$ cat config.mk
export PLATFORM = sky130hd
export DESIGN_NAME = rat_uart_tx_flat
export DESIGN_NICKNAME = d
export VERILOG_FILES = /design/src/rtl/rat_io_pkg.sv /design/src/rtl/rat_uart_tx_if.sv /design/src/rtl/sync_fifo.sv /design/src/rtl/rat_uart_tx.sv /design/src/flat_wrapper.sv
export SDC_FILE = /design/constraint.sdc
export NUM_CORES = 1
export LEC_CHECK = 0
export BUFFER_PORTS_ARGS = -buffer_cell sky130_fd_sc_hd__buf_2
export CAP_MARGIN = 20
export CORE_ASPECT_RATIO = 1.25
export CORE_MARGIN = 2
export CORE_UTILIZATION = 29
export CTS_BUF_LIST = sky130_fd_sc_hd__clkbuf_4 sky130_fd_sc_hd__clkbuf_8
export DETAILED_ROUTE_END_ITERATION = 8
export PLACE_DENSITY_LB_ADDON = 0.08
export SLEW_MARGIN = 20
export SYNTH_ARGS = -nofsm -noshare
export SYNTH_HDL_FRONTEND = slang
export SYNTH_SLANG_ARGS = --single-unit
$ cat constraint.sdc
create_clock -name CLK -period 6.7 [get_ports CLK]
set_clock_uncertainty 0.1 [all_clocks]
set_input_delay 1.34 -clock CLK [delete_from_list [all_inputs] [get_ports CLK]]
set_output_delay 1.34 -clock CLK [all_outputs]
set_load 0.1 [all_outputs]
$ cat src/rtl/rat_io_pkg.sv
// -----------------------------------------------------------------------------
// rat_io_pkg
// Shared definitions for the RAT I/O bus peripherals.
//   - Port ID constants decoded by the wrapper and the peripherals.
//   - uart_tx_state_t: state encoding of the UART transmitter FSM.
// -----------------------------------------------------------------------------
package rat_io_pkg;

    localparam logic [7:0] SWITCHES_ID    = 8'h9A;
    localparam logic [7:0] BTN_ID         = 8'h9B;
    localparam logic [7:0] LEDS_ID        = 8'h42;
    localparam logic [7:0] SSEG_ID        = 8'h81;
    localparam logic [7:0] UART_DATA_ID   = 8'h40;
    localparam logic [7:0] UART_STATUS_ID = 8'h41;

    typedef enum logic [1:0] {
        IDLE  = 2'd0,
        START = 2'd1,
        DATA  = 2'd2,
        STOP  = 2'd3
    } uart_tx_state_t;

endpackage

$ cat src/rtl/rat_uart_tx_if.sv
// -----------------------------------------------------------------------------
// rat_uart_tx_if
// CPU-side RAT I/O bus as seen by a port-mapped peripheral.
//   PORT_ID     8  port ID driven by the CPU
//   OUT_PORT    8  CPU output data
//   IO_STRB     1  CPU output strobe
//   STATUS_DATA 8  peripheral read data back to the wrapper's input mux
// master: the CPU/wrapper side. slave: the peripheral.
// -----------------------------------------------------------------------------
interface rat_uart_tx_if;
    logic [7:0] PORT_ID;
    logic [7:0] OUT_PORT;
    logic       IO_STRB;
    logic [7:0] STATUS_DATA;

    modport master (
        output PORT_ID,
        output OUT_PORT,
        output IO_STRB,
        input  STATUS_DATA
    );

    modport slave (
        input  PORT_ID,
        input  OUT_PORT,
        input  IO_STRB,
        output STATUS_DATA
    );
endinterface

$ cat src/rtl/sync_fifo.sv
// -----------------------------------------------------------------------------
// sync_fifo
// Single-clock first-word-fall-through FIFO.
//   clk_i    clock
//   rst_ni   asynchronous active-low reset (pointers and count only)
//   push_i   write din_i; accepted when not full, or when full with a pop
//            in the same cycle
//   pop_i    discard head; ignored when empty
//   din_i    write data
//   dout_o   head entry, valid whenever empty_o is low
//   empty_o  count == 0
//   full_o   count == DEPTH
//   count_o  number of stored entries
// DEPTH must be a power of two so the pointers wrap naturally.
// -----------------------------------------------------------------------------
module sync_fifo #(
    parameter int WIDTH = 8,
    parameter int DEPTH = 8
) (
    input  logic                     clk_i,
    input  logic                     rst_ni,
    input  logic                     push_i,
    input  logic                     pop_i,
    input  logic [WIDTH-1:0]         din_i,
    output logic [WIDTH-1:0]         dout_o,
    output logic                     empty_o,
    output logic                     full_o,
    output logic [$clog2(DEPTH):0]   count_o
);

    localparam int               PTR_W      = $clog2(DEPTH);
    localparam logic [PTR_W:0]   FULL_COUNT = (PTR_W + 1)'(DEPTH);

    logic [WIDTH-1:0] mem_q [DEPTH];
    logic [PTR_W-1:0] wr_ptr_q;
    logic [PTR_W-1:0] rd_ptr_q;
    logic [PTR_W:0]   count_q;
    logic             do_push;
    logic             do_pop;

    assign empty_o = (count_q == '0);
    assign full_o  = (count_q == FULL_COUNT);
    assign count_o = count_q;
    assign dout_o  = mem_q[rd_ptr_q];

    // A full FIFO still accepts a write when the head leaves in the same
    // cycle: the freed slot is the one being overwritten next.
    assign do_pop  = pop_i & ~empty_o;
    assign do_push = push_i & (~full_o | do_pop);

    always_ff @(posedge clk_i) begin
        if (do_push) begin
            mem_q[wr_ptr_q] <= din_i;
        end
    end

    always_ff @(posedge clk_i or negedge rst_ni) begin
        if (!rst_ni) begin
            wr_ptr_q <= '0;
            rd_ptr_q <= '0;
            count_q  <= '0;
        end else begin
            if (do_push) begin
                wr_ptr_q <= wr_ptr_q + 1'b1;
            end
            if (do_pop) begin
                rd_ptr_q <= rd_ptr_q + 1'b1;
            end
            case ({do_push, do_pop})
                2'b10:   count_q <= count_q + 1'b1;
                2'b01:   count_q <= count_q - 1'b1;
                default: count_q <= count_q;
            endcase
        end
    end

endmodule

$ cat src/rtl/rat_uart_tx.sv
// -----------------------------------------------------------------------------
// rat_uart_tx
// Port-mapped 8N1 UART transmitter on the RAT I/O bus.
//   CLK      system clock (board clock, faster than the CPU clock)
//   RESET_N  asynchronous active-low reset
//   io       RAT I/O bus (slave): OUT to DATA_ID queues a byte, OUT to
//            STATUS_ID with bit 3 set clears the overflow flag; STATUS_DATA
//            returns {4'b0, ovf, busy, full, empty} when PORT_ID==STATUS_ID
//   TX       serial line, idle high, registered
//   TX_BUSY  high from the first start-bit cycle to the last stop-bit cycle
// -----------------------------------------------------------------------------
module rat_uart_tx
    import rat_io_pkg::*;
#(
    parameter logic [7:0] DATA_ID   = UART_DATA_ID,
    parameter logic [7:0] STATUS_ID = UART_STATUS_ID,
    parameter int         CLK_HZ    = 100_000_000,
    parameter int         BAUD      = 115_200,
    parameter int         DEPTH     = 8
) (
    input  logic            CLK,
    input  logic            RESET_N,
    rat_uart_tx_if.slave    io,
    output logic            TX,
    output logic            TX_BUSY
);

    localparam int               CLKS_PER_BIT = CLK_HZ / BAUD;
    localparam int               DIV_W        = (CLKS_PER_BIT > 1) ? $clog2(CLKS_PER_BIT) : 1;
    localparam logic [DIV_W-1:0] DIV_LAST     = DIV_W'(CLKS_PER_BIT - 1);
    localparam int               CNT_W        = $clog2(DEPTH) + 1;

    // Strobe edge detect: the CPU strobe spans several fast clocks, so only
    // its rising edge counts as a write.
    logic strb_q;
    logic wr;
    logic data_wr;
    logic ovf_clr;
    logic ovf_q;

    logic             fifo_pop;
    logic [7:0]       fifo_dout;
    logic             fifo_empty;
    logic             fifo_full;
    logic [CNT_W-1:0] fifo_count;

    uart_tx_state_t   state_q;
    logic [DIV_W-1:0] div_q;
    logic [2:0]       bit_idx_q;
    logic [7:0]       shift_q;
    logic             tx_q;
    logic             busy_q;
    logic             div_last;

    assign wr      = io.IO_STRB & ~strb_q;
    assign data_wr = wr & (io.PORT_ID == DATA_ID);
    assign ovf_clr = wr & (io.PORT_ID == STATUS_ID) & io.OUT_PORT[3];

    always_ff @(posedge CLK or negedge RESET_N) begin
        if (!RESET_N) begin
            strb_q <= 1'b0;
        end else begin
            strb_q <= io.IO_STRB;
        end
    end

    // Sticky overflow: a byte is lost only when the queue is full and no
    // slot is freed in the same cycle.
    always_ff @(posedge CLK or negedge RESET_N) begin
        if (!RESET_N) begin
            ovf_q <= 1'b0;
        end else if (data_wr & fifo_full & ~fifo_pop) begin
            ovf_q <= 1'b1;
        end else if (ovf_clr) begin
            ovf_q <= 1'b0;
        end
    end

    sync_fifo #(
        .WIDTH (8),
        .DEPTH (DEPTH)
    ) u_fifo (
        .clk_i   (CLK),
        .rst_ni  (RESET_N),
        .push_i  (data_wr),
        .pop_i   (fifo_pop),
        .din_i   (io.OUT_PORT),
        .dout_o  (fifo_dout),
        .empty_o (fifo_empty),
        .full_o  (fifo_full),
        .count_o (fifo_count)
    );

    // The head leaves the queue on the same cycle the FSM latches it.
    assign fifo_pop = (state_q == IDLE) && (fifo_count != '0);
    assign div_last = (div_q == DIV_LAST);

    always_ff @(posedge CLK or negedge RESET_N) begin
        if (!RESET_N) begin
            state_q   <= IDLE;
            div_q     <= '0;
            bit_idx_q <= '0;
            shift_q   <= '0;
            tx_q      <= 1'b1;
            busy_q    <= 1'b0;
        end else begin
            case (state_q)
                IDLE: begin
                    div_q  <= '0;
                    tx_q   <= 1'b1;
                    busy_q <= 1'b0;
                    if (fifo_pop) begin
                        shift_q   <= fifo_dout;
                        bit_idx_q <= '0;
                        tx_q      <= 1'b0;
                        busy_q    <= 1'b1;
                        state_q   <= START;
                    end
                end
                START: begin
                    if (div_last) begin
                        div_q   <= '0;
                        tx_q    <= shift_q[0];
                        state_q <= DATA;
                    end else begin
                        div_q <= div_q + 1'b1;
                    end
                end
                DATA: begin
                    if (div_last) begin
                        div_q <= '0;
                        if (bit_idx_q == 3'd7) begin
                            tx_q    <= 1'b1;
                            state_q <= STOP;
                        end else begin
                            // Next bit is already sitting at position 1.
                            bit_idx_q <= bit_idx_q + 1'b1;
                            shift_q   <= {1'b0, shift_q[7:1]};
                            tx_q      <= shift_q[1];
                        end
                    end else begin
                        div_q <= div_q + 1'b1;
                    end
                end
                STOP: begin
                    if (div_last) begin
                        div_q   <= '0;
                        tx_q    <= 1'b1;
                        busy_q  <= 1'b0;
                        state_q <= IDLE;
                    end else begin
                        div_q <= div_q + 1'b1;
                    end
                end
                default: begin
                    state_q <= IDLE;
                end
            endcase
        end
    end

    assign TX      = tx_q;
    assign TX_BUSY = busy_q;

    assign io.STATUS_DATA = (io.PORT_ID == STATUS_ID)
                          ? {4'b0000, ovf_q, busy_q, fifo_full, fifo_empty}
                          : 8'h00;

endmodule

$ cat src/flat_wrapper.sv
// flat-port wrapper written by rule: the top's interface ports become plain ports
module rat_uart_tx_flat import rat_io_pkg::*;
#(
    parameter logic [7:0] DATA_ID   = UART_DATA_ID,
    parameter logic [7:0] STATUS_ID = UART_STATUS_ID,
    parameter int         CLK_HZ    = 100_000_000,
    parameter int         BAUD      = 115_200,
    parameter int         DEPTH     = 8
)
  (CLK, RESET_N, TX, TX_BUSY, io_PORT_ID, io_OUT_PORT, io_IO_STRB, io_STATUS_DATA);
  rat_uart_tx_if io_i ();
  input  logic CLK;
  input  logic RESET_N;
  output logic TX;
  output logic TX_BUSY;
  input wire logic [$bits(io_i.PORT_ID)-1:0] io_PORT_ID;
  input wire logic [$bits(io_i.OUT_PORT)-1:0] io_OUT_PORT;
  input wire logic [$bits(io_i.IO_STRB)-1:0] io_IO_STRB;
  output wire logic [$bits(io_i.STATUS_DATA)-1:0] io_STATUS_DATA;
  assign io_i.PORT_ID = io_PORT_ID;
  assign io_i.OUT_PORT = io_OUT_PORT;
  assign io_i.IO_STRB = io_IO_STRB;
  assign io_STATUS_DATA = io_i.STATUS_DATA;
  rat_uart_tx #(.DATA_ID(DATA_ID), .STATUS_ID(STATUS_ID), .CLK_HZ(CLK_HZ), .BAUD(BAUD), .DEPTH(DEPTH)) u_core (.CLK(CLK), .RESET_N(RESET_N), .io(io_i), .TX(TX), .TX_BUSY(TX_BUSY));
endmodule
### Word-level counts from Yosys, hierarchy flattened

Memories as Yosys holds them, arrays and structs flattened.
Index checks and enable logic that the tools add are counted.

* bits in registers: 37
* bits in latches: 0
* RAM bits: 64
* ROM bits: 0
* input bits: 19
* output and inout bits: 10
* word-level logic and storage cells: 91
* memories: 1

Memories
* u_core.u_fifo.mem_q: words 8, width 8, rd ports 1, clocked after memory_dff 0, write ports 1, RTL line sync_fifo.sv:34 `logic [WIDTH-1:0] mem_q [DEPTH];`

* add/sub/neg operators: 6
* multipliers: 0
* divide/modulo/power cells: 0
* $lt $le $gt $ge: 0
* equal/unequal tests: 16
* shift operators: 0
* mux-type cells: 31
* bitwise gates (word level): 13
* reduce and logical (&&, ||, !) cells: 13

Operators with widths (count)
* 8-bit two-way mux: 3
* 10-bit case mux with 2 select lines: 1
* 8-bit by 7-bit == test with 1-bit output (second input constant): 2
* 8-bit case mux with 2 select lines: 1
* 1-bit two-way mux: 11
* 10-bit by 1-bit adder with 10-bit output (second input constant): 1
* 10-bit == test (second input constant): 1
* 10-bit two-way mux: 1
* 2-bit two-way mux: 5
* 2-bit by 1-bit != test with 1-bit output (second input constant): 5
* 3-bit by 1-bit adder with 3-bit output (second input constant): 3
* 3-bit two-way mux: 3
* 1-bit AND: 8
* 2-bit case mux with 4 select lines: 1
* 4-bit case mux with 2 select lines: 1
* 2-bit nonzero test: 4
* 2-bit == test (second input constant): 3
* 3-bit case mux with 2 select lines: 1
* 5-bit AND reduction: 1
* 4-bit by 1-bit adder with 4-bit output (second input constant): 1
* 2-bit by 1-bit == test with 1-bit output (second input constant): 2
* 4-bit == test (second input constant): 1
* 4-bit logical NOT: 1
* 4-bit two-way mux: 1
* 14 further kinds: 17

### Depth between registers and ports, before layout

Gate-level depths: netlist of run 1.

* word-level depth: 7
* mapped depth: 12

### Cells and area by module

From an unflattened synthesis of run 1, not the netlist that was laid out.

* cell total of the unflattened synthesis: 311
* area total of the unflattened synthesis: 4668.2 um2

Modules (own cells, without submodules)
* sync_fifo: times used 1, cells each 162, area an instance 3150.5 um2
* rat_uart_tx: times used 1, cells each 149, area an instance 1517.7 um2

### Least setup slack after synthesis of run 1

Ideal clock, no wire load.

* path type: input -> output
* start point: in io_PORT_ID[5]
* end point: out io_STATUS_DATA[0]
* arrival: 3.372 ns
* required time: 5.260 ns
* slack: 1.888 ns
* cell stages on the path: 4
* path buffers: 0
* cells stage by stage: or4b_1 nor2b_1 nand2_1 nor2_1

* word-level cells in the longest chain between the ends: 2

RTL lines
* start, declared: RTL line flat_wrapper.sv:16 `input wire logic [$bits(io_i.PORT_ID)-1:0] io_PORT_ID;`
* 8-bit by 7-bit == test with 1-bit output: RTL line rat_uart_tx.sv:165 `assign io.STATUS_DATA = (io.PORT_ID == STATUS_ID)`
* 4-bit two-way mux: RTL line rat_uart_tx.sv:166 `? {4'b0000, ovf_q, busy_q, fifo_full, fifo_empty}`
* end, declared: RTL line flat_wrapper.sv:19 `output wire logic [$bits(io_i.STATUS_DATA)-1:0] io_STATUS_DATA;`

No other way between the ends.

### Final worst setup path of run 1

Ends and elaborated chain as after synthesis.

==> results summary, run 1 <==
The residual overflow from global routing came out at 0. Input and output buffers added on the ports amount to 24. The via count is 2441. The share of synthesized area occupied by flip-flops and latches is 64.0%. The total of cells resized after clock tree synthesis came out at 0. The number of global-route vias before repair is 2621. The headroom to the max-slew limit came out at 40.6%. The CTS H-tree depth is 3. The post-route cell area is 5000 um2. Setup slack closes at 2.49 ns. STA classifies the critical path startpoint as an input pin. The later pin in the worst-skew pair is clocked with a latency of 0.39 ns. For this run, the leading register cell type out of synthesis is sky130_fd_sc_hd__edfxtp_1. The final hold violation count came out at 0. The max-capacitance violation count is 0. The count of routing violations after the opening detailed-route iteration came out at 134. The run finished with clean final reports. For this design the static power due to leakage is 1.87 nW. The overall die width is 115 um.

The synthesized area divided by synthesized cell count is around 15 um2. The final count of pins violating max slew is 0. The endpoint identified for the worst register-to-register timing path is u_core.u_fifo.count_o[2].

The repair_antennas step left the layout with diodes totalling 0. CTS saw 101 sinks. Counting I/O delays and the setup requirement, the final critical path takes roughly 4.2 ns. For the pin with the worst max-slew slack, the measured transition is 0.891 ns.

The placement row count came out at 50. Static timing analysis puts the maximum clock frequency at about 0.24 GHz. The Yosys warning count is 0. The worst register-to-register path has a setup slack of between 3 and 4 ns.

Setup repair after global routing left no endpoint under its margin. The commonest cells after synthesis are 64 x sky130_fd_sc_hd__edfxtp_1, 36 x sky130_fd_sc_hd__dfrtp_1, 18 x sky130_fd_sc_hd__nor2_1, 16 x sky130_fd_sc_hd__mux4_2, 15 x sky130_fd_sc_hd__inv_1. The worst slack after detailed placement came out at 2.49 ns. The most critical setup path has its startpoint at io_PORT_ID[5]. The number of antenna violations at the first check in global routing came out at 0. The core region is 15000 um2. The detailed-placement wirelength estimate came out at approximately 6000 um.

The tree is rooted in a sky130_fd_sc_hd__clkbuf_8. TritonCTS built the clock tree. Once the clock tree was built, the setup fixing pass inserted 0 buffers.

After global routing, the most crowded layer is met2. In the final design database the tool counted 357 nets. The cell total after placement came out at 496. In the final timing run, aggregate negative setup slack is 0 ns. Of the available clock period, the critical path in the final layout requires 62.8%. The fraction of synthesized cell area taken by the top area cell type is approximately 43%. The cts-stage hold buffer count is 0.

The utilization after layout came out at 33.3%. Across the VDD grid, the largest voltage drop is 117 uV. The clock-pin slew reported for the worst setup and hold paths after clock tree synthesis is 0.09 ns. The post-route DRC violation count came out at 0. The flip-flop and latch count after synthesis came out at 101. The worst register-to-register path has a depth of 11. The area after detailed placement is ~4800 um2. The average wire per standard cell came out at ~18 um. Relative to the synthesized area, the layout overhead comes to 12.3%. The worst setup path is captured at an output port. The first-pass GRT wire length came out at 14700 um. The count of different cell masters after synthesis came out at 50.

Wires add up to between 9000 and 10000 um. For this design the ratio of total power to cell area is 372 nW/um2. The total clock buffers created by CTS is 9.

The setup-violating endpoint count in the final report is 0. The global-route track usage on met1 came out at 14.9%. The congestion estimate from routability-driven global placement came to 0.744. The remaining antenna violation count after routing is 0. The boundary pin count came out at 29. The pin count of the biggest net entering global routing came out at 38. The number of vias per cell came out at 4.77.

For this run, the detailed router's first-pass iteration total came to 4. STA puts the critical path data required time at 5.26 ns. Along the worst path, the maximum fanout reaches 3. The height of the chip came out at 142 um.

The global routing met2 resource utilization came out at approximately a fifth. The worst hold path belongs to the class register to register. By area the synthesized netlist is led by sky130_fd_sc_hd__edfxtp_1 43%, sky130_fd_sc_hd__dfrtp_1 20%, sky130_fd_sc_hd__mux4_2 8.1%. The post-synthesis async set-or-reset flop share came out at 36.6%. The startpoint of the worst register-to-register path is u_core.u_fifo.count_o[0]. The number of synthesized flops with an enable pin came out at 64.

The initial standard-cell utilization of the core is 29.6%. The data arrival time of the critical path came out at between 2 and 3 ns. The die footprint is 16400 um2.

The capturing element of the worst setup path is io_STATUS_DATA[0]. The biggest area contributor in the post-synthesis netlist is sky130_fd_sc_hd__edfxtp_1. The category of the critical setup timing path is input pin to output port. The number of buffers between clock root and the deepest sink came out at 2. Excluding fillers, the count of instances in the completed layout stands at 512. The synthesized netlist occupies a cell area of roughly 4400 um2. The aggregate global-route resource usage is 12.3%. In the synthesized netlist, the number of instances is 294. The layout cell share with drive strength beyond 1 came out at 25.5%.

Global routing consumed, on the met3 layer, 2.94% of the routing resources. Yosys instantiated no cell more often than sky130_fd_sc_hd__edfxtp_1.
-- cells in the final DEF, fill, tap and decap left out, types with 6 or more instances in the layout --
master                     instances
sky130_fd_sc_hd__mux4_2           16
sky130_fd_sc_hd__a21oi_1           6
sky130_fd_sc_hd__edfxtp_1         64
sky130_fd_sc_hd__clkbuf_8          9
sky130_fd_sc_hd__xor2_1           11
sky130_fd_sc_hd__mux2_2            9
sky130_fd_sc_hd__xnor2_1           6
sky130_fd_sc_hd__dfrtp_1          36
sky130_fd_sc_hd__nor2_1           18
sky130_fd_sc_hd__nand2_1          13
sky130_fd_sc_hd__buf_4             7
sky130_fd_sc_hd__inv_1            15
sky130_fd_sc_hd__ha_1             13
sky130_fd_sc_hd__mux2i_1           7
sky130_fd_sc_hd__buf_2            24
-- worst min-delay path by stage --
stage	depth (start not counted)	slack, ns	from	endpoint
after floorplan	1	0.35	u_core.div_q[0]	u_core.div_q[0]
after global placement	1	0.39	u_core.shift_q[2]	u_core.shift_q[2]
after detailed placement	1	0.39	u_core.shift_q[2]	u_core.shift_q[2]
after CTS	1	0.41	u_core.shift_q[2]	u_core.shift_q[2]
after global routing	1	0.43	u_core.shift_q[2]	u_core.shift_q[2]
final	1	0.41	u_core.shift_q[2]	u_core.shift_q[2]
-- where the power goes --
part           internal [mW]  switching, mW  total (mW)
Clock                  0.145          0.240       0.385
Sequential             0.743         0.0900       0.833
Combinational          0.289          0.353       0.642
Total                   1.18          0.683        1.86
-- logic make-up after synthesis --
logic type / synth area share [%]
buffers and inverters: 3.12
muxes: 12.0
AOI/OAI and AO/OA: 4.25
xor gates and xnor gates: 3.35
adders and majority gates: 3.66
and+or+nand+nor: 9.56
other: 0.0843
DFF: 64.0
-- final cells by class --
| class | instances | area (um2) |
|---|---|---|
| multi-input cells | 166 | 1500 |
| inverters | 16 | 60.1 |
| clock buffers | 9 | 124 |
| fillers | 1501 | 10000 |
| clock inverters | 7 | 62.6 |
| repair buffers | 31 | 173 |
| flip-flops and latches | 101 | 2850 |
| well taps | 182 | 228 |
-- registers in the layout, summed over array words and instances, names as in the netlist --
signal	cells
u_core.u_fifo.count_o	4
u_core.div_q	10
u_core.state_q	2
u_core.TX_BUSY	1
u_core.bit_idx_q	3
u_core.u_fifo.mem_q	64
u_core.shift_q	8
u_core.ovf_q	1
u_core.strb_q	1
u_core.u_fifo.wr_ptr_q	3
u_core.u_fifo.rd_ptr_q	3
u_core.TX	1
-- per-layer routing --
metal | vias to the layer above | share of wire (%)
met5 | - | 0
met4 | 0 | 1.5
met3 | 11 | 2.4
met1 | 1245 | 45
met2 | 24 | 51
li1 | 1161 | -
-- worst max-delay path: stages --
cell                      delay (ns)
sky130_fd_sc_hd__buf_2          0.09
sky130_fd_sc_hd__or4b_1         0.55
sky130_fd_sc_hd__nor2b_1        0.16
sky130_fd_sc_hd__nand2_1        0.10
sky130_fd_sc_hd__nor2_1         0.10
sky130_fd_sc_hd__buf_2          0.43
-- per-stage QoR --
step,hold slack [ns],power (mW)
6_report,0.406,1.86
5_1_grt,0.427,1.98
4_1_cts,0.413,1.89
3_5_place_dp,0.391,1.51
3_3_place_gp,0.385,1.50
2_1_floorplan,0.348,1.34
Power figures use the tool's default switching activity.
==> inputs of run 2 (changes only) <==
- ABC_AREA: default -> 1
- clock period: 6.7 -> 3.8 ns (I/O delays scaled with it)
==> run 2 against run 1 <==
Against the previous run:
- sequential share of layout area down 2.1 points
- first-iteration DRC count up 3.0%
- setup slack worse by 1.5 ns
- routed wire length up 13%
- worst hold slack worse by 0.019 ns
- flip-flop and latch count unchanged
- clock power up 55%
- final cell count up 41%
- combinational power up 110%
- critical endpoint is now io_STATUS_DATA[1]
- final area up 3.9%
- non-clock buffer count down 1
==> results summary, run 2 <==
The first-pass GRT wire length came out at 16700 um. Clock-pin slew was measured on the worst setup and hold paths at about 0.1 ns. At the end of routability-driven placement, the weighted congestion stood at 0.713. The worst setup path is of the input pin to output port kind. Data on the critical path is required at its endpoint by 2.94 ns. The total negative slack came out at 0 ns. Measured along the x axis, the die boundary spans between 100 and 150 um. The Yosys warning count came out at 0. The clock latency at the later pin of the worst-skew pair came out at around 0.38 ns.

The repair_antennas step left the layout with diodes totalling 0. The register-to-register setup slack came out at roughly 1.3 ns. The residual overflow from global routing is 0. The wire length reported by the detailed router is 10400 um.

Sorting the synthesized cells by area gives the leading types as sky130_fd_sc_hd__edfxtp_1 41%, sky130_fd_sc_hd__dfrtp_1 19%, sky130_fd_sc_hd__nand2_1 12%. The placement row count came out at 52. The initial standard-cell utilization of the core is between 20 and 30%. The net count of the finished layout is roughly 530. The count of different cell masters after synthesis is 36. The worst-case vdd ir drop came out at 239 uV. The area after detailed placement is 5040 um2. The number of synthesized flops with an enable pin is 64.

Setup repair after global routing left no endpoint under its margin. The power density over the cells is 660 nW/um2. The remaining antenna violation count after routing came out at 0. The endpoint of the worst register-to-register path is u_core.u_fifo.mem_q[3][7].

The worst slack after detailed placement came out at 1.02 ns. The filler cell count in the final layout came out at 1684. The maximum clock rate came out at 0.361 GHz. The clock tree from TritonCTS is yes. The detailed-placement wirelength estimate is 6820 um.

The count of buffers added by post-CTS timing repair for setup came out at 0. The min-delay analysis places its worst path in the category input pin to asynchronous set/reset pin. The number of flip-flops in the largest register is 64. In this run the clock root is driven by a sky130_fd_sc_hd__clkbuf_8. The boundary pin count came out at 29. Summed over all instances, the cell type with the most area after synthesis is sky130_fd_sc_hd__edfxtp_1. The fraction of synthesized cell area taken by the top area cell type came out at between 40 and 50%.

The data arrival time of the critical path came out at 1.91 ns. The flow ran to the end, and the final reports show no timing, DRC or antenna violations. The maximum fanout along the worst path is 5.

The analysis attributes to cell leakage a power of 2.19 nW. The area occupied by registers is about 2800 um2. The register with the most flip-flops is u_core.u_fifo.mem_q. After detailed routing, the number of remaining DRC violations is 0. The final hold violation count came out at 0.

Counting instances in the post-synthesis netlist gives the leading cell types as 149 x sky130_fd_sc_hd__nand2_1, 64 x sky130_fd_sc_hd__edfxtp_1, 50 x sky130_fd_sc_hd__nand3_1, 41 x sky130_fd_sc_hd__nor2_1, 36 x sky130_fd_sc_hd__dfrtp_1. The number of vias per cell came out at around 4.3. The CTS H-tree depth is 3. The multi-input gate area in the final layout is 1600 um2.

Leaving out fill and tap cells, the most frequent cells in the layout are 149 x sky130_fd_sc_hd__nand2_1, 64 x sky130_fd_sc_hd__edfxtp_1, 50 x sky130_fd_sc_hd__nand3_1. The period utilization is 72.9%. The worst-case reg-to-reg path depth is 8. After synthesis, the share of flip-flops with an asynchronous set or reset is 36.6%. Gates resized during post-CTS repair numbered 0. The total clock buffers created by CTS is 9. The final total power came out at 3.43 mW. The synthesized area came out at 4730 um2.

Across the run, the number of max-cap violations was 0. In the synthesized netlist the dominant register cell turns out to be sky130_fd_sc_hd__edfxtp_1. The count of routing violations after the opening detailed-route iteration came out at 138. The final count of pins violating max slew is 0. The layout-stage area growth over the synthesis result is 9.79%. The number of cells produced by synthesis came out at roughly 480. The clock net sink count came out at 101. The cts-stage hold buffer count is 0. The synthesized area divided by synthesized cell count is 9.95 um2. The non-filler instance count after layout came out at about 700.

The clock passes through at most 2 buffers. In this run the critical register-to-register path is launched from u_core.state_q[0]. The worst setup path is captured at an output port. At the pin with the least slew margin, the transition time is 0.890 ns.

Port buffering added 24 buffers. The number of antenna violations at the first check in global routing came out at 0. The final critical path time including I/O delays and setup came out at 2.77 ns.

The layout cell share with drive strength beyond 1 is a little over an eighth. The commonest non-fill, non-tap cell in the layout is sky130_fd_sc_hd__nand2_1. The number of global-route vias before repair is 3166. The setup-violating endpoint count in the final report is 0. The setup slack after layout came out at 1.03 ns.

The placeable core region came out at 16100 um2. STA classifies the critical path startpoint as an input pin. The height of the chip came out at 147 um. The die footprint came out at around 17000 um2. The number of optimization iterations in the first detailed-route pass came out at 4. The share of synthesized area occupied by flip-flops and latches is between 60% and 70%. After synthesis the netlist holds a flip-flop and latch count of 101. The average wire per standard cell came out at 14.5 um. The via count came out at 3109. The headroom to the max-slew limit came out at 40.5%.

The largest registers in the layout are u_core.u_fifo.mem_q: 64 flops, u_core.div_q: 10 flops, u_core.shift_q: 8 flops. The post-route cell area is around 5200 um2. Entering global routing, the biggest net connects 38 pins. The most common cell in the synthesized netlist is sky130_fd_sc_hd__nand2_1. The number of placed instances, taps included, is 706. The aggregate global-route resource usage is 12.7%.
run 2: changes by cell type after synthesis, moves of 4 or more:
cell | before | now
sky130_fd_sc_hd__nand2_2 | 0 | 4
sky130_fd_sc_hd__and3_1 | 4 | 0
sky130_fd_sc_hd__nor2_1 | 18 | 41
sky130_fd_sc_hd__nor4_1 | 5 | 0
sky130_fd_sc_hd__nand3_1 | 4 | 50
sky130_fd_sc_hd__a21oi_1 | 6 | 1
sky130_fd_sc_hd__mux4_2 | 16 | 0
sky130_fd_sc_hd__clkbuf_1 | 5 | 0
sky130_fd_sc_hd__o21ai_0 | 5 | 15
sky130_fd_sc_hd__nand2_1 | 13 | 149
sky130_fd_sc_hd__mux2_2 | 9 | 0
sky130_fd_sc_hd__mux2i_1 | 7 | 0
sky130_fd_sc_hd__inv_1 | 15 | 34
run 2: final cells by class:
class / count / area share (%)
tap: 216 / 5.21
inverter: 41 / 3.04
clock inverter: 5 / 0.554
sequential: 101 / 54.9
timing repair buffer: 30 / 3.18
clock buffer: 9 / 2.39
multi-input combinational: 318 / 30.7
run 2: worst max-delay path, cell delays in order:
cell and delay [ns]:
sky130_fd_sc_hd__buf_2 0.09, sky130_fd_sc_hd__nor2_1 0.09, sky130_fd_sc_hd__nand2_1 0.10, sky130_fd_sc_hd__nor3_1 0.18, sky130_fd_sc_hd__inv_1 0.14, sky130_fd_sc_hd__nor3_2 0.11
sky130_fd_sc_hd__buf_2 0.44
run 2: worst max path at each step:
| stage | start | to | slack (ns) | depth (start not counted) |
|---|---|---|---|---|
| 2_1_floorplan | io_PORT_ID[3] | io_STATUS_DATA[0] | 0.47 | 5 |
| 3_5_place_dp | io_PORT_ID[3] | io_STATUS_DATA[1] | 1.02 | 7 |
| 6_report | io_PORT_ID[3] | io_STATUS_DATA[1] | 1.03 | 7 |
| 4_1_cts | io_PORT_ID[3] | io_STATUS_DATA[1] | 1.02 | 7 |
| 3_3_place_gp | io_PORT_ID[3] | io_STATUS_DATA[1] | 1.02 | 7 |
| 5_1_grt | io_PORT_ID[3] | io_STATUS_DATA[1] | 0.85 | 7 |
run 2: per-layer routing:
layer,wire length (um),track usage (%),vias to the layer above
li1,-,-,1590
met1,4630,15.0,1474
met2,5340,22.4,33
met3,195,1.98,12
met4,248,6.27,0
met5,0,0,-
run 2: metrics by stage:
stage          utilization [%]  hold WS [ns]
2_1_floorplan                -         0.349
3_3_place_gp              31.3         0.370
3_5_place_dp              31.3         0.370
4_1_cts                   32.3         0.395
5_1_grt                   32.3         0.402
6_report                  32.3         0.387
run 2: cells by family (layout without fill, tap and decap cells):
logic type	Yosys count	in the layout	share of synthesized area [%]
simple gates	263	263	24.3
flops	101	101	60.3
buf+inv	59	85	6.33
compound gates	23	23	2.78
xor+xnor	15	15	2.78
fa+ha+maj	13	13	3.44
other cells	1	4	0.0793
run 2: power by group:
group	internal (mW)	switching [mW]
clock	0.228	0.370
sequential	1.30	0.154
combinational	0.423	0.950
total	1.95	1.47
==> inputs of run 3 (changes only) <==
- clock period: 3.8 -> 2.45 ns (I/O delays scaled with it)
==> run 3 against run 2 <==
Against the previous run:
- sequential share of layout area decreased by 2.1 points
- final area grew 3.9%
- die area did not move
- routed wire length about the same
- combinational power increased by 69%
- critical path depth increased by 4
- first-iteration DRC count shrank 2.9%
- setup slack got worse by 0.85 ns
- final cell count up 1.8%
- flip-flop and latch count unchanged
- non-clock buffer count is 12 higher
- critical endpoint is now u_core.u_fifo.count_o[2]
- largest cell class unchanged
==> results summary, run 3 (same netlist as run 2, synthesis figures left out) <==
The flow ran to the end, and the final reports show no timing, DRC or antenna violations. Dividing total power by cell area gives a power density of 1040 nW/um2. The wire length reported by the detailed router came out at 10400 um. The final count of pins violating max slew came out at 0. For this run, design rule violations remaining after detail routing come to 0.

The register-to-register setup slack is 0.18 ns. The startpoint of the worst register-to-register path is u_core.state_q[0]. The non-filler instance count after layout is between 700 and 800.

The static leakage came out at about 2.3 nW. The relative contribution of sequential cells to total power is between 30% and 40%. In this run the number of H-tree levels came out at 3.

The setup-violating endpoint count in the final report came out at 0. The layout cell share with drive strength beyond 1 is 16.2%. Leaving out fill and tap cells, the most frequent cell in the layout is sky130_fd_sc_hd__nand2_1. The tightest min-delay check is of the input pin to asynchronous set/reset pin type. Internal power comes to 3.25 mW. The most critical setup path has its endpoint at u_core.u_fifo.count_o[2]. The detailed-placement wirelength estimate came out at just under 7000 um. The residual overflow from global routing came out at 0.

The largest registers in the layout are u_core.u_fifo.mem_q: 64 flops, u_core.div_q: 10 flops, u_core.shift_q: 8 flops. The cell total after placement came out at ~720. Counting every sink on the clock net gives 101. STA classifies the critical path endpoint as a register. Counting the buffers created by CTS gives 9. The number of optimization iterations in the first detailed-route pass came out at 5. The number of flip-flops in the largest register is 64. The global placer's final weighted congestion is 0.721.

The first routing iteration left 134 violations. The total number of nets in the final design came out at 545. The die footprint is between 15000 and 20000 um2.

During I/O placement, the number of pins put on the boundary was 29. The number of buffers between clock root and the deepest sink is 2. For the worst setup path, the data required time is 2.65 ns. The maximum fanout along the worst path came out at 7. More flip-flops sit in one register than any other, and that register is u_core.u_fifo.mem_q. The tool flagged a number of max-cap violations equal to 0. The final total power came out at 5.59 mW.

The via count is ~3200. The data arrival time of the critical path came out at 2.46 ns. The fraction of power consumed by combinational cells came out at 41.4%. The number of vias per cell came out at ~4.4. The average wire per standard cell came out at ~14 um. TritonCTS built the clock tree.

The switching portion of total power came out at around two fifths. The top cell types in the final layout, fill and taps aside, are 149 x sky130_fd_sc_hd__nand2_1, 64 x sky130_fd_sc_hd__edfxtp_1, 50 x sky130_fd_sc_hd__nand3_1. The first-pass GRT wire length came out at 16900 um. The placement row count came out at 52.

The number of cells on the worst reg-to-reg path is 11. The clock latency at the later pin of the worst-skew pair came out at between 0.3 and 0.4 ns. The endpoint of the worst register-to-register path is u_core.u_fifo.count_o[2]. The count of buffers added by post-CTS timing repair for setup came out at 0. Setup repair after global routing left no endpoint under its margin. From bottom edge to top edge, the die measures 147 um.

Clock tree synthesis selected as its root buffer the cell sky130_fd_sc_hd__clkbuf_8. Derived from the worst setup path, the maximum achievable clock frequency is 0.441 GHz. The core region is 16100 um2. The worst setup path is of the register to register kind. The number of antenna violations at the first check in global routing came out at 0.

The initial utilization of the core area, before any placement, comes to about 29%. The clock share of power came out at between 10% and 20%. The antenna cell count came out at 0. The layout-stage area growth over the synthesis result came out at 14.1%. Buffers inserted to repair hold after CTS numbered 0. The final hold violation count is 0. For the final routed database, the setup TNS stands at 0 ns.

The number of global-route vias before repair came out at 3179. The worst setup path is launched from a register. Clock-pin slew was measured on the worst setup and hold paths at roughly 0.10 ns. The remaining antenna violation count after routing came out at 0.

During placement, the flow inserted port buffers numbering 24. The aggregate global-route resource usage came out at 12.8%. Tracing the worst setup path back leads to its startpoint at u_core.state_q[0].

The overall die width is 118 um. In this run the power spent charging and discharging nets is around 2.3 mW. The worst-case vdd ir drop came out at 341 uV. The final critical path time including I/O delays and setup is between 2 and 2.5 ns.

The pin count of the biggest net entering global routing came out at 38. The period utilization is 92.5%. The total of cells resized after clock tree synthesis came out at 0.
run 3: cell count changes in the layout (fill, tap and decap cells not counted), sizes merged:
cell      delta
buf         +12
bufinv       +1
clkbuf       +1
clkinv       -1
clkinvlp     -1
inv          +1
run 3: worst min-delay path by stage:
stage | endpoint | cells past startpoint | slack, ns | start
floorplan | u_core.TX_BUSY | 0 | 0.09 | RESET_N
global placement | u_core.shift_q[2] | 2 | 0.36 | u_core.shift_q[2]
detailed placement | u_core.shift_q[5] | 2 | 0.37 | u_core.shift_q[5]
CTS | u_core.ovf_q | 2 | 0.06 | RESET_N
global route | u_core.div_q[3] | 2 | 0.09 | RESET_N
finish | u_core.ovf_q | 2 | 0.05 | RESET_N
run 3: power by group through the flow:
stage               registers, mW  clock network, mW  logic, mW
detailed placement           2.23                  0       2.34
floorplan                    2.31                  0       1.72
finish                       2.20               1.08       2.31
global placement             2.23                  0       2.32
CTS                          2.20               1.14       2.35
global route                 2.23               1.21       2.64
run 3: area by class of cell:
class                           instances  area [um2]
Fill cell                            1692       10700
Multi-Input combinational cell        318        1610
Timing Repair Buffer                   42         315
Tap cell                              216         270
Sequential cell                       101        2850
Clock inverter                          5        60.1
Inverter                               41         158
Clock buffer                           10         131
run 3: routing by layer:
metal | vias up | part of all wire, % | track usage [%] | routed length, um
li1 | 1614 | - | - | -
met1 | 1532 | 42 | 14.0 | 4360
met2 | 40 | 53 | 23.7 | 5540
met3 | 17 | 2.5 | 2.17 | 261
met4 | 0 | 2.4 | 6.20 | 245
met5 | - | 0 | 0 | 0
run 3: through the flow:
step	worst slack (ns)	hold WS (ns)	util, %	area [um2]
global route	0.00698	0.0914	33.5	5390
floorplan	-0.348	0.0944	-	4750
finish	0.184	0.0515	33.5	5390
detailed placement	0.170	0.371	32.3	5190
global placement	0.228	0.363	32.3	5190
CTS	0.139	0.0560	33.5	5380
run 3: critical path: stages, from the launching register on:
cell                      delay, ns
sky130_fd_sc_hd__dfrtp_1       0.41
sky130_fd_sc_hd__inv_1         0.09
sky130_fd_sc_hd__ha_1          0.23
sky130_fd_sc_hd__inv_1         0.09
sky130_fd_sc_hd__nand4_2       0.16
sky130_fd_sc_hd__nand3_4       0.15
sky130_fd_sc_hd__ha_2          0.24
sky130_fd_sc_hd__xor2_2        0.17
sky130_fd_sc_hd__ha_1          0.16
sky130_fd_sc_hd__a21oi_1       0.05
sky130_fd_sc_hd__xor2_1        0.17
sky130_fd_sc_hd__o21ai_0       0.15
